## src/rtl/pcs_tx_scr_gearbox.sv

```systemverilog
// 10GBASE-R PCS transmit back end: scrambles 66b blocks (or generates test patterns) and
// emits 32/64-bit words with header and sequence count for an external-gearbox transceiver.
module pcs_tx_scr_gearbox #(
    parameter int          DATA_W   = 32,
    parameter int          SEQ_LAST = 32,
    parameter bit          BIT_REV  = 1'b1,
    parameter logic [57:0] SCR_INIT = 58'h3FF_FFFF_FFFF_FFFF
) (
    input  logic              clk_i,
    input  logic              rst_n_i,
    input  logic [1:0]        cfg_mode_i,
    input  logic              cfg_scr_byp_i,
    input  logic [63:0]       blk_data_i,
    input  logic [1:0]        blk_head_i,
    input  logic              blk_valid_i,
    output logic              blk_ready_o,
    output logic [DATA_W-1:0] data_o,
    output logic [5:0]        head_o,
    output logic [6:0]        sequence_o,
    output logic              underrun_o
);

    typedef enum logic [1:0] {
        MODE_NORMAL     = 2'b00,
        MODE_ZERO       = 2'b01,
        MODE_PRBS       = 2'b10,
        MODE_NORMAL_ALT = 2'b11
    } mode_t;

    localparam bit          WIDE       = (DATA_W == 64);
    localparam logic [6:0]  SEQ_END    = 7'(SEQ_LAST);
    localparam logic [63:0] IDLE_BLOCK = 64'h1E;

    mode_t              mode;
    logic               test_mode;
    logic               slot;
    logic               half;
    logic [6:0]         seq;
    logic [57:0]        scr;
    logic [57:0]        scr_next;
    logic [30:0]        prbs;
    logic [30:0]        prbs_next;
    logic [65:0]        prbs_bits;
    logic [63:0]        src_data;
    logic [1:0]         src_head;
    logic [63:0]        scr_data;
    logic [63:0]        blk_next;
    logic [63:0]        blk_q;
    logic [1:0]         head_q;
    logic               load_d;
    logic               hi_d;
    logic [DATA_W-1:0]  lo_word;
    logic [DATA_W-1:0]  hi_word;
    logic [DATA_W-1:0]  lo_fmt;
    logic [DATA_W-1:0]  hi_fmt;
    logic [1:0]         head_fmt;

    function automatic logic [DATA_W-1:0] reverse_word(input logic [DATA_W-1:0] w);
        logic [DATA_W-1:0] r;
        r = '0;
        for (int i = 0; i < DATA_W; i++) begin
            r[i] = w[DATA_W-1-i];
        end
        return r;
    endfunction

    assign mode      = mode_t'(cfg_mode_i);
    assign test_mode = (mode == MODE_ZERO) || (mode == MODE_PRBS);
    // A load slot is any non-pause cycle; on a 32-bit lane only the first half of each block.
    assign slot        = (seq != SEQ_END) && (WIDE || !half);
    assign blk_ready_o = rst_n_i && slot && !test_mode;
    assign underrun_o  = blk_ready_o && !blk_valid_i;
    assign sequence_o  = seq;

    always_comb begin
        src_data = IDLE_BLOCK;
        src_head = 2'b10;
        case (mode)
            MODE_ZERO: begin
                src_data = '0;
                src_head = 2'b01;
            end
            MODE_PRBS: begin
                src_data = prbs_bits[65:2];
                src_head = prbs_bits[1:0];
            end
            default: begin
                if (blk_valid_i) begin
                    src_data = blk_data_i;
                    src_head = blk_head_i;
                end
            end
        endcase
    end

    // Self-synchronous x^58+x^39+1 scrambler unrolled over the 64 payload bits, LSB first.
    always_comb begin
        logic [57:0] s;
        logic        b;
        s        = scr;
        b        = 1'b0;
        scr_data = '0;
        for (int i = 0; i < 64; i++) begin
            b           = src_data[i] ^ s[38] ^ s[57];
            scr_data[i] = b;
            s           = {s[56:0], b};
        end
        scr_next = s;
    end

    always_comb begin
        logic [30:0] p;
        logic        b;
        p         = prbs;
        b         = 1'b0;
        prbs_bits = '0;
        for (int i = 0; i < 66; i++) begin
            b            = p[30] ^ p[27];
            prbs_bits[i] = b;
            p            = {p[29:0], b};
        end
        prbs_next = p;
    end

    // Bypass skips only the XOR; the scrambler state still advances to stay in step with the far end.
    assign blk_next = ((mode == MODE_PRBS) || (cfg_scr_byp_i && !test_mode)) ? src_data : scr_data;

    always_ff @(posedge clk_i or negedge rst_n_i) begin
        if (!rst_n_i) begin
            seq    <= '0;
            half   <= 1'b0;
            scr    <= SCR_INIT;
            prbs   <= '1;
            blk_q  <= '0;
            head_q <= '0;
            load_d <= 1'b0;
            hi_d   <= 1'b0;
        end else begin
            if (WIDE || half) begin
                seq <= (seq == SEQ_END) ? 7'd0 : seq + 7'd1;
            end
            half   <= WIDE ? 1'b0 : !half;
            load_d <= slot;
            hi_d   <= load_d && !WIDE;
            if (slot) begin
                blk_q  <= blk_next;
                head_q <= src_head;
                if (mode == MODE_PRBS) begin
                    prbs <= prbs_next;
                end else begin
                    scr <= scr_next;
                end
            end
        end
    end

    always_comb begin
        lo_word  = DATA_W'(blk_q);
        hi_word  = DATA_W'(blk_q >> 32);
        lo_fmt   = lo_word;
        hi_fmt   = hi_word;
        head_fmt = head_q;
        if (BIT_REV) begin
            lo_fmt   = reverse_word(lo_word);
            hi_fmt   = reverse_word(hi_word);
            head_fmt = {head_q[0], head_q[1]};
        end
    end

    // Words change only when a freshly loaded block is presented; otherwise the last word holds.
    always_ff @(posedge clk_i or negedge rst_n_i) begin
        if (!rst_n_i) begin
            data_o <= '0;
            head_o <= '0;
        end else if (load_d) begin
            data_o <= lo_fmt;
            head_o <= {4'b0000, head_fmt};
        end else if (hi_d) begin
            data_o <= hi_fmt;
            head_o <= '0;
        end
    end

endmodule

```

## config.mk

```make
export PLATFORM = sky130hd
export DESIGN_NAME = pcs_tx_scr_gearbox
export DESIGN_NICKNAME = d
export VERILOG_FILES = /design/src/rtl/pcs_tx_scr_gearbox.sv
export SDC_FILE = /design/constraint.sdc
export NUM_CORES = 1
export LEC_CHECK = 0
export ABC_AREA = 0
export BUFFER_PORTS_ARGS = -buffer_cell sky130_fd_sc_hd__buf_4
export CORE_AREA = 2 2 183 185
export DETAILED_ROUTE_END_ITERATION = 10
export DIE_AREA = 0 0 185 187
export PLACE_DENSITY = 0.59
export SYNTH_ARGS = -nofsm -noshare
export SYNTH_HDL_FRONTEND = slang
export SYNTH_SLANG_ARGS = --single-unit
```

## constraint.sdc

```tcl
create_clock -name clk_i -period 2.3 [get_ports clk_i]
set_clock_uncertainty 0.05 [all_clocks]
set_input_delay 0.115 -clock clk_i [delete_from_list [all_inputs] [get_ports clk_i]]
set_output_delay 0.115 -clock clk_i [all_outputs]
set_load 0.05 [all_outputs]
```

# After elaboration in Yosys (flattened, before gate mapping)
# Index checks and enable logic that the tools add are counted.
# op_classes
add_sub_neg,1
reduce_logical,13
n_bitwise,195
mux,10
n_eq_ne,4
# op_table
cell,n
$xor 1x1->1,194
$mux 64,2
$pmux 64 s2,1
$mux 32,2
$mux 6,2
$add 7x1->7 const B,1
$eq 7x6->1 const B,1
$mux 7,1
$ne 7x6->1 const B,1
$logic_and 1x1->1,5
$pmux 2 s2,1
$reduce_and 2->1,2
$logic_not 1->1,3
$eq 2x1->1 const B,1
$eq 2x2->1 const B,1
$logic_or 1x1->1,2
$mux 2,1
$reduce_bool 2->1,1
$not 1->1,1
# totals
elab_cells,233
in_bits,72
out_inout_bits,47
regBits,203

# Logic depth before layout (Yosys ltp)
# Gate-level depths: netlist (run 1).
# logic_depth
depth_word,9
mapped_depth,11
depth_no_buf,9

# Worst setup path before layout (run 1)
# OpenSTA, ideal clock, no wires.
# synth_path
kind,register to output
startpoint,"register seq[0], in the netlist sequence_o[0]"
endpoint,output port underrun_o
t_required_ps,2135
setup_slack_ps,-693
n_path_buf,0
arrival_time_ps,2828
stages_incl_launch_ff,9
path_cell_list,dfrtp_1 inv_1 ha_1 nand4bb_1 nor3_1 or2_2 inv_2 and3_1 nor2b_1
# synth_via
elab_chain_len,5
# synth_lines
item,line_no,text
from (decl),38,logic [6:0] seq;
from (signal assigned),140,seq <= (seq == SEQ_END) ? 7'd0 : seq + 7'd1;
$ne 7x6->1,70,assign slot = (seq != SEQ_END) && (WIDE || !half);
$logic_and 1x1->1,70,
via slot,36,logic slot;
$logic_and 1x1->1 (2 in a row),71,assign blk_ready_o = rst_n_i && slot && !test_mode;
via blk_ready_o,16,"output logic blk_ready_o,"
$logic_and 1x1->1,72,assign underrun_o = blk_ready_o && !blk_valid_i;
to (decl),20,output logic underrun_o
# The timed path passes the listed nets, and every way through them passes these cells.

# Final worst setup path (run 1)
# layout_path
startpoint,"register seq[1], in the netlist sequence_o[1]"
endpoint,output port underrun_o
# layout_via
elab_chain_len,5
# layout_lines
item,line_no
$ne 7x6->1,70
$logic_and 1x1->1,70
via slot,36
$logic_and 1x1->1 (2 in a row),71
$logic_and 1x1->1,72
# The timed path passes the listed nets, and every way through them passes these cells.

==> results.rst, run 1 <==
.. list-table::
   :header-rows: 1

   * - Metric
     - Value
   * - Status
     - finished, final reports clean
   * - Overall track demand over capacity in global routing
     - between 20% and 30%
   * - Core area
     - 0.0329 mm2
   * - Post-synthesis cell area
     - roughly 0.011 mm2
   * - Initial standard-cell utilization of the core
     - between 30% and 40%
   * - HPWL after detailed placement
     - approximately 27000 um
   * - Period utilisation layout
     - ~96%
   * - Number of library cell types mapped by synthesis
     - 47
   * - Average wire per standard cell
     - 20.0 um
   * - Min cycle time layout
     - 2.22 ns
   * - Row Count
     - 67
   * - Area enclosed by the die boundary
     - roughly 0.035 mm2
   * - Instance area at placement
     - approximately 0.013 mm2
   * - Max Slew Vio Count
     - 0
   * - Actual slew at the worst max-slew pin
     - between 0.7 and 0.8 ns
   * - Pre-CTS setup slack
     - around 0.025 ns
   * - Initial drt markers
     - roughly 660
   * - Max Cap Viol
     - 0
   * - Root buffer cell
     - clkbuf_16
   * - Setup TNS
     - 0 ns
   * - Clock Path Buffers
     - 2
   * - Cell leakage power
     - 0.00629 uW
   * - Final setup slack of the worst path
     - 0.0834 ns
   * - Port Buffers
     - 114
   * - Clock slew at reported path FFs
     - around 0.080 ns
   * - Category of the most critical setup path
     - reg2out
   * - Width of the die
     - between 150 and 200 um
   * - Reg-to-Reg Start
     - prbs[27]
   * - Final Hold Violating Endpoints
     - 0
   * - Routed via count divided by cell count
     - 4.83
   * - N_diodes
     - 0
   * - Count of endpoints failing setup in the final report
     - 0
   * - Number of global-route vias before repair
     - 8095
   * - Count of placed standard cells in the final layout, fillers left out
     - between 1500 and 2000
   * - Worst-case hold slack
     - 0.00456 ns
   * - Number of vias after detailed routing
     - 8465
   * - Clock net sink count
     - around 200
   * - Top cells by area, synth
     - dfrtp_1 (24%), dfstp_2 (21%), xnor2_1 (11%)
   * - Remaining number of nets flagged by the antenna check after routing
     - 0
   * - Number of flops mapped to enable cells by yosys
     - 0
   * - R2R Path End
     - blk_q[54]
   * - Portion of synthesized cell area occupied by the leading cell type
     - about 24%
   * - Crit path max fanout
     - 3
   * - Worst-case register-to-register setup slack
     - 0.10 ns
   * - Placed cells
     - between 1500 and 2000
   * - Unrepaired setup endpoints after global routing
     - true
   * - Final estimated routing congestion in global placement
     - roughly 0.91
   * - Worst hold path endpoint
     - head_q[0]
   * - Flop and latch count out of synthesis
     - slightly below 200
   * - Die height
     - ~190 um
   * - Number of nets in the final layout
     - 1367
   * - Total congestion overflow after global routing
     - 0
   * - Fmax
     - between 400 and 500 MHz
   * - Instance count of the mapped netlist
     - around 1200
   * - Fraction of final layout cells with drive strength greater than 1
     - 29.3%
   * - Number of buffers added by the clock tree synthesis step
     - 17
   * - Peak supply drop
     - 0.781 mV
   * - Hold Crit Depth
     - 3
   * - H-tree levels
     - 4
   * - Boundary Pins
     - around 120
   * - Power density normalized to cell area
     - around 1300 mW/mm2
   * - Hold/Removal Path Class
     - in2reg
   * - Hold Crit Start
     - blk_head_i[0]
   * - Latest clock arrival within the worst-skew pair
     - roughly 0.45 ns
   * - Final wirelength
     - between 30000 and 40000 um
   * - Arrival time reported for the critical path endpoint
     - 2.05 ns
   * - Cell count of the worst reg-to-reg path
     - 6
   * - Post-synth top cells
     - nand2_1 (226), o21ai_0 (171), xnor2_1 (140)
   * - CTS tree
     - yes
   * - Post-Layout Inst Area
     - 0.0138 mm2
   * - Total DRC errors in the routed layout
     - 0
   * - Share of synthesized registers carrying an async set or reset
     - 100%
   * - Sequential cell area fraction in the yosys report
     - 45.0%
   * - Number of antenna violations at the first check in global routing
     - 0
   * - Global-route wire length before repair
     - 52700 um
   * - Number of detailed-route iterations in the first pass
     - 4
   * - Pin count of the biggest net entering global routing
     - 117
   * - Startpoint type of the worst setup path
     - register
   * - Count of synthesis-stage warnings from yosys
     - 0
   * - Cell type with the largest total area after synthesis
     - dfrtp_1
   * - Critical path data required time
     - 2.13 ns
   * - Growth of design area from synthesis to finish
     - 21.8%
   * - Endpoint type of the worst setup path
     - primary output
   * - Most common cell in the synthesized netlist
     - nand2_1
   * - Syn avg cell area
     - between 9 and 10 um2
   * - Max-Slew Margin vs Limit
     - around 51%
   * - Dominant synthesized flop cell
     - dfrtp_1
[critical path, stage by stage (launching register included)]
cell and delay (ns):
dfrtp_2 0.41, inv_2 0.06, ha_2 0.15, nand4bb_1 0.11, nor3_2 0.20, or2_4 0.18
inv_4 0.04, and3_4 0.17, nor2b_4 0.12, buf_6 0.14
[per-stage QoR]
step	total power, uW	util [%]
2_1_floorplan	12000	-
3_3_place_gp	14700	39.9
3_5_place_dp	14900	39.9
4_1_cts	18000	41.9
5_1_grt	19000	41.9
6_report	17900	41.9
[state kept, by name (all words and copies together) (netlist names), 2 cells and up]
name and flops:
blk_q 64, scr 58, data_o 32, prbs 31, sequence_o 7, head_o 2
head_q 2
[layout by cell type, fill, tap and decap left out, types with 5 or more instances in the layout]
master     count
dfrtp_1      106
a22oi_1       19
xor2_1       133
buf_12        10
nand2b_1       5
a21oi_1        9
a22oi_2        6
xnor2_1      140
clkbuf_16     17
and3_1         5
a22o_1        15
buf_4        194
dfstp_2       89
nand2_1      226
o21ai_0      171
mux2_2        21
nor2_1        17
o31ai_1        6
clkinv_8       6
mux2i_1       32
a22oi_4        5
[logic make-up (layout without fill, tap and decap cells)]
| logic type | after synthesis | after routing | synth area share, % |
|---|---|---|---|
| XOR/XNOR | 276 | 276 | 21.7 |
| AND/OR/NAND/NOR | 272 | 272 | 9.69 |
| AO/OA/AOI/OAI | 248 | 248 | 13.9 |
| flip-flops | 199 | 199 | 45.0 |
| buffers and inverters | 102 | 246 | 4.24 |
| multiplexers | 53 | 53 | 4.92 |
| adder cells (fa/ha/maj) | 5 | 5 | 0.553 |
| other | 1 | 4 | 0.0332 |
[power breakdown]
group | switching, uW | internal (uW)
combinational | 4780 | 3580
sequential | 1280 | 5190
clock | 1600 | 1470
total | 7660 | 10200
[cell type report]
type / instances / area, um2
clock buffer: 17 / 425
clock inverter: 15 / 178
fill: 3283 / 19100
inverter: 7 / 28.8
multi-input combinational: 858 / 5800
sequential: 199 / 5100
tap: 448 / 561
timing repair buffer: 207 / 1690
[timing repair]
item                       4_1_cts  5_1_grt
setup endpoints to repair        2        1
pin swaps                        0        3
hold endpoints to repair        53        0
hold buffers                     1        0
buffers inserted                 3        2
resized for setup                4        4
[worst max-delay path by stage]
stage                  startpoint    endpoint  depth (start not counted)
floorplan           sequence_o[0]  underrun_o                          8
global placement    cfg_mode_i[0]   blk_q[56]                         10
detailed placement  cfg_mode_i[0]   blk_q[56]                         10
CTS                 sequence_o[0]  underrun_o                         10
global route        sequence_o[1]  underrun_o                          9
finish              sequence_o[1]  underrun_o                          9
[layer usage]
layer	track usage (%)	share of wire, %
met1	31.3	48
met3	3.95	6.2
met5	0	0
met4	4.85	1.6
met2	31.0	44
Note: power is estimated with default switching activity, not from simulation.
==> run 2, diff against run 1 <==
Settings changed: PLACE_DENSITY 0.59 to 0.49.
==> run 2 against run 1 <==
Clock-buffer cell count up 1; first-iteration DRC count down 23%; register-to-register slack worse by 0.03 ns; design area up 0.37%; via count down 0.24%; critical path depth down 3; largest cell class unchanged; total power down 1.2%.
==> results.rst, run 2 (synthesis results as in run 1) <==
.. list-table::
   :header-rows: 1

   * - Metric
     - Value
   * - Routed via count divided by cell count
     - between 4 and 5
   * - Max Cap Viol
     - 0
   * - Final setup slack of the worst path
     - ~0.075 ns
   * - Boundary Pins
     - 119
   * - Startpoint type of the worst setup path
     - register
   * - Period utilisation layout
     - 96.8%
   * - Largest registers
     - blk_q: 64 flops, scr: 58 flops, data_o: 32 flops
   * - Width of the die
     - roughly 190 um
   * - Total congestion overflow after global routing
     - 0
   * - Initial standard-cell utilization of the core
     - about a third
   * - Clock Path Buffers
     - 2
   * - Root buffer cell
     - clkbuf_16
   * - Final estimated routing congestion in global placement
     - between 0.9 and 1
   * - Count of endpoints failing setup in the final report
     - 0
   * - Power density normalized to cell area
     - between 1000 and 1500 mW/mm2
   * - Core area
     - 0.0329 mm2
   * - Total DRC errors in the routed layout
     - 0
   * - Number of nets in the final layout
     - roughly 1400
   * - Cell count of the worst reg-to-reg path
     - 6
   * - Final wirelength
     - 36400 um
   * - Crit path max fanout
     - 5
   * - Overall track demand over capacity in global routing
     - 21.6%
   * - Top reg by flops
     - blk_q
   * - CTS tree
     - yes
   * - Critical path data required time
     - between 2 and 3 ns
   * - Pre-CTS setup slack
     - -0.00846 ns
   * - Die height
     - 187 um
   * - Fmax
     - roughly 450 MHz
   * - Clock net sink count
     - 199
   * - Cell leakage power
     - about 0.0063 uW
   * - Crit path capture
     - blk_q[56]
   * - Number of antenna violations at the first check in global routing
     - 1
   * - Category of the most critical setup path
     - reg2reg
   * - Worst-case register-to-register setup slack
     - about 0.075 ns
   * - Remaining number of nets flagged by the antenna check after routing
     - 0
   * - Status
     - finished, final reports clean
   * - Max-Slew Margin vs Limit
     - a little under three fifths
   * - Area enclosed by the die boundary
     - 0.0346 mm2
   * - Fraction of final layout cells with drive strength greater than 1
     - about 30%
   * - Hold/Removal Path Class
     - in2reg
   * - Pin count of the biggest net entering global routing
     - about 120
   * - Number of detailed-route iterations in the first pass
     - 5
   * - Peak supply drop
     - 0.688 mV
   * - Max Slew Vio Count
     - 0
   * - Reg-to-Reg Start
     - prbs[25]
   * - Post-Route Utilization
     - about 42%
   * - Growth of design area from synthesis to finish
     - 22.2%
   * - Number of global-route vias before repair
     - 8299
   * - Port Buffers
     - 114
   * - Most common library cell in the layout ignoring fill and taps
     - nand2_1
   * - Hold Crit Depth
     - 3
   * - Final Hold Violating Endpoints
     - 0
   * - Count of filler cells inserted in the layout
     - between 3000 and 4000
   * - Number of vias after detailed routing
     - about 8400
   * - H-tree levels
     - 4
   * - HPWL after detailed placement
     - approximately 28000 um
   * - Global-route wire length before repair
     - roughly 54000 um
   * - R2R Path End
     - blk_q[56]
   * - Number of buffers added by the clock tree synthesis step
     - 17
   * - Min cycle time layout
     - roughly 2.2 ns
   * - Total power of the final layout
     - roughly 18000 uW
   * - Endpoint type of the worst setup path
     - register
   * - Critical path launch point
     - prbs[25]
   * - Actual slew at the worst max-slew pin
     - approximately 0.64 ns
   * - Flip-flop count of the largest register, all copies and words added
     - 64
   * - Latest clock arrival within the worst-skew pair
     - 0.45 ns
   * - Average wire per standard cell
     - about 21 um
   * - Initial drt markers
     - 505
   * - Clock slew at reported path FFs
     - roughly 0.08 ns
   * - Row Count
     - between 60 and 70
   * - Top library cells by usage in the layout, fill and taps aside
     - nand2_1 (226), buf_4 (198), o21ai_0 (171)
   * - Arrival time reported for the critical path endpoint
     - ~2.5 ns
==> run 2: how the worst min path moves through the flow <==
stage,end,slack [ns],start
2_1_floorplan,blk_q[0],-0.23,rst_n_i
3_3_place_gp,blk_q[27],0.02,rst_n_i
3_5_place_dp,blk_q[27],0.02,rst_n_i
4_1_cts,head_q[0],0.001,blk_head_i[0]
5_1_grt,head_q[0],0.03,blk_head_i[0]
6_report,head_q[0],0.01,blk_head_i[0]
==> run 2: layout make-up <==
| class | count | area, um2 | area share, % |
|---|---|---|---|
| Antenna cell | 1 | 2.50 | 0.0181 |
| Clock buffer | 18 | 439 | 3.18 |
| Clock inverter | 14 | 153 | 1.10 |
| Inverter | 7 | 28.8 | 0.208 |
| Multi-Input combinational cell | 858 | 5820 | 42.1 |
| Sequential cell | 199 | 5100 | 36.9 |
| Tap cell | 448 | 561 | 4.05 |
| Timing Repair Buffer | 212 | 1730 | 12.5 |
==> run 2: where the power goes <==
group / leakage [uW] / internal, uW / switching [uW]
Clock: 0.000284 / 1490 / 1600
Sequential: 0.00229 / 5190 / 1270
Combinational: 0.00374 / 3510 / 4630
==> run 2: timing repair <==
action / CTS / global route
hold buffers: 2 / 0
endpoints found under the hold margin: 93 / 0
buffers inserted: 3 / 2
endpoints found under the setup margin: 2 / 3
pin swaps: 0 / 3
resized for setup: 4 / 6
==> run 2: metrics by stage <==
step / area [um2] / TNS (ns) / hold slack (ns) / std cells
6_report: 13800 / 0 / 0.0118 / 1757
5_1_grt: 13800 / -0.00241 / 0.0266 / 1756
4_1_cts: 13800 / 0 / 0.00129 / 1755
3_5_place_dp: 13100 / -0.00846 / 0.0200 / 1718
3_3_place_gp: 13100 / 0 / 0.0180 / 1718
2_1_floorplan: 11300 / 0 / -0.231 / 1159
==> run 2: critical path, cell delays in order, from the launching register on <==
cell       delay (ns)
dfstp_2          0.60
xnor3_1          0.52
o2bb2ai_4        0.24
xnor2_1          0.16
xnor2_1          0.19
nor3_1           0.09
a221o_1          0.26
==> run 2: layer usage <==
layer | global-route usage (%) | wire length (um) | up-vias
met5 | 0 | 0 | -
met4 | 5.49 | 583 | 0
met3 | 3.21 | 1680 | 24
met2 | 32.5 | 16400 | 235
met1 | 32.3 | 17700 | 4096
li1 | - | - | 4090
==> run 3, diff against run 2 <==
Settings changed: PLACE_DENSITY 0.49 to default.
==> run 3 against run 2 <==
Clock-buffer cell count unchanged; global-route usage down 0.98 points; die area unchanged; routed wire length down 4.6%; largest cell class unchanged; critical path type unchanged; cell count down 1.0%; setup slack better by 0.032 ns; sequential share of layout area up 0.24 points; critical path depth unchanged; register-to-register slack better by 0.03 ns.
==> results.rst, run 3 (synthesis results as in run 1) <==
.. list-table::
   :header-rows: 1

   * - Metric
     - Value
   * - Remaining number of nets flagged by the antenna check after routing
     - 0
   * - Global-route wire length before repair
     - roughly 53000 um
   * - Final Hold Violating Endpoints
     - 0
   * - Overall track demand over capacity in global routing
     - between 20% and 30%
   * - Boundary Pins
     - 119
   * - Most repeated library cell on the critical path
     - xnor2_1
   * - Worst-case register-to-register setup slack
     - approximately 0.11 ns
   * - Critical-path top delay cell
     - dfstp_2
   * - Power density normalized to cell area
     - ~1300 mW/mm2
   * - Number of buffers added by the clock tree synthesis step
     - 17
   * - Clock net sink count
     - slightly below 200
   * - Number of detailed-route iterations in the first pass
     - 5
   * - Area enclosed by the die boundary
     - ~0.035 mm2
   * - Actual slew at the worst max-slew pin
     - between 0.8 and 0.9 ns
   * - Category of the most critical setup path
     - reg2reg
   * - Setup TNS
     - 0 ns
   * - Multi-input gate area
     - between 0.005 and 0.006 mm2
   * - Cells traversed along the worst timing path
     - xnor3_1, o2bb2ai_2, xnor2_1, xnor2_1, nor3_1, a221o_1
   * - Core area
     - around 0.033 mm2
   * - Top library cells by usage in the layout, fill and taps aside
     - nand2_1 (226), buf_4 (179), o21ai_0 (171)
   * - Total DRC errors in the routed layout
     - 0
   * - Flip-flop count of the largest register, all copies and words added
     - 64
   * - Initial standard-cell utilization of the core
     - between 30% and 40%
   * - CTS tree
     - yes
   * - Number of global-route vias before repair
     - roughly 8300
   * - Top reg by flops
     - blk_q
   * - Number of antenna violations at the first check in global routing
     - 0
   * - Width of the die
     - ~190 um
   * - Peak supply drop
     - around 0.73 mV
   * - Critical path data required time
     - about 2.6 ns
   * - Final wirelength
     - around 35000 um
   * - Sequential cell area
     - 0.00510 mm2
   * - HPWL after detailed placement
     - 26500 um
   * - Growth of design area from synthesis to finish
     - 21.4%
   * - Post-Layout Inst Area
     - about 0.014 mm2
   * - Fraction of final layout cells with drive strength greater than 1
     - about 29%
   * - Min cycle time layout
     - roughly 2.2 ns
   * - Die height
     - between 150 and 200 um
   * - Arrival time reported for the critical path endpoint
     - between 2 and 2.5 ns
   * - Total congestion overflow after global routing
     - 0
   * - Reg-to-Reg Start
     - prbs[27]
   * - Port Buffers
     - approximately 110
   * - Initial drt markers
     - about 640
   * - Startpoint type of the worst setup path
     - register
   * - Status
     - finished, final reports clean
   * - Most common library cell in the layout ignoring fill and taps
     - nand2_1
   * - Crit path max fanout
     - 5
   * - Period utilisation layout
     - a little over nine tenths
   * - Count of endpoints failing setup in the final report
     - 0
   * - Crit path capture
     - blk_q[54]
   * - Average wire per standard cell
     - roughly 20 um
   * - Clock slew at reported path FFs
     - ~0.080 ns
   * - Final estimated routing congestion in global placement
     - about 0.91
   * - Hold Crit Start
     - blk_data_i[56]
   * - Delay of the slowest cell on the worst path
     - between 0.6 and 0.7 ns
   * - Pin count of the biggest net entering global routing
     - about 120
   * - H-tree levels
     - 4
   * - Latest clock arrival within the worst-skew pair
     - between 0.4 and 0.5 ns
   * - Routed via count divided by cell count
     - just under 5
   * - Cell leakage power
     - around 0.0063 uW
   * - Hold/Removal Path Class
     - in2reg
   * - Count of filler cells inserted in the layout
     - about 3300
   * - R2R Path End
     - blk_q[54]
   * - Fmax
     - around 460 MHz
   * - Number of nets in the final layout
     - 1355
   * - Critical path launch point
     - prbs[27]
   * - Number of vias after detailed routing
     - approximately 8500
   * - Instance area at placement
     - ~0.013 mm2
   * - Hold Crit Depth
     - 3
   * - Cell count of the worst reg-to-reg path
     - 6
   * - Max Slew Vio Count
     - 0
   * - Max-Slew Margin vs Limit
     - 44.7%
   * - Max Cap Viol
     - 0
   * - Largest registers
     - blk_q: 64 flops, scr: 58 flops, data_o: 32 flops
   * - N_diodes
     - 0
   * - Clock Path Buffers
     - 2
   * - Root buffer cell
     - clkbuf_16
   * - Endpoint type of the worst setup path
     - register
   * - Row Count
     - 67
==> run 3: cell count changes in the layout (fill, tap and decap cells not counted), moves of 2 or more <==
cell / delta
buf_4: -19
inv_8: +2
inv_2: -2
inv_1: +2
bufinv_16: +2
buf_12: +2
clkinv_8: -2
==> run 3: worst max-delay path: cells and delay by family, from the launching register on <==
kind / cells / cell delay (ns)
AOI/OAI and AO/OA: 2 / 0.51
DFF: 1 / 0.63
xor gates and xnor gates: 3 / 0.80
and+or+nand+nor: 1 / 0.08
==> run 3: cell type report <==
| type | count | share of cell area [%] |
|---|---|---|
| clock inverter | 14 | 1.31 |
| inverter | 7 | 0.246 |
| tap | 448 | 4.08 |
| sequential | 199 | 37.1 |
| timing repair buffer | 195 | 11.9 |
| multi-input combinational | 858 | 42.3 |
| clock buffer | 18 | 3.12 |
==> run 3: how the worst min path moves through the flow <==
stage                endpoint  slack [ns]
finish              blk_q[56]        0.02
global route          scr[53]        0.03
CTS                 blk_q[56]        0.01
detailed placement  head_o[0]       -0.03
global placement    head_o[0]       -0.03
floorplan            blk_q[0]       -0.23
==> run 3: through the flow <==
step | util (%) | hold WS, ns | instances | power, uW | worst slack (ns)
after global routing | 41.8 | 0.0270 | 1739 | 19000 | -0.00440
after global placement | 39.7 | -0.0291 | 1700 | 14500 | -0.0285
after detailed placement | 39.7 | -0.0259 | 1700 | 14700 | -0.0130
after floorplan | - | -0.231 | 1159 | 12000 | 0.0847
final | 41.8 | 0.0208 | 1739 | 17800 | 0.107
after CTS | 41.6 | 0.0140 | 1735 | 17900 | 0.0337
==> run 3: routing by layer <==
metal  GRT usage (%)  routed length [um]  vias up
li1                -                   -     4059
met1            31.1               16900     4145
met2            31.0               15500      250
met3            3.35                1910       26
met4            4.40                 483        0
met5               0                   0        -
==> run 3: report_power, final <==
group          total, uW  internal (uW)  leakage (uW)  switching [uW]
clock               3180           1660      0.000298            1520
combinational       8160           3490       0.00367            4670
sequential          6450           5190       0.00229            1260
==> run 3: repair_timing <==
action / CTS / global route
pin swaps: 0 / 1
setup endpoints to repair: 1 / 5
hold buffers: 2 / 0
setup buffers: 1 / 4
gates resized for setup: 4 / 4
endpoints found under the hold margin: 93 / 0
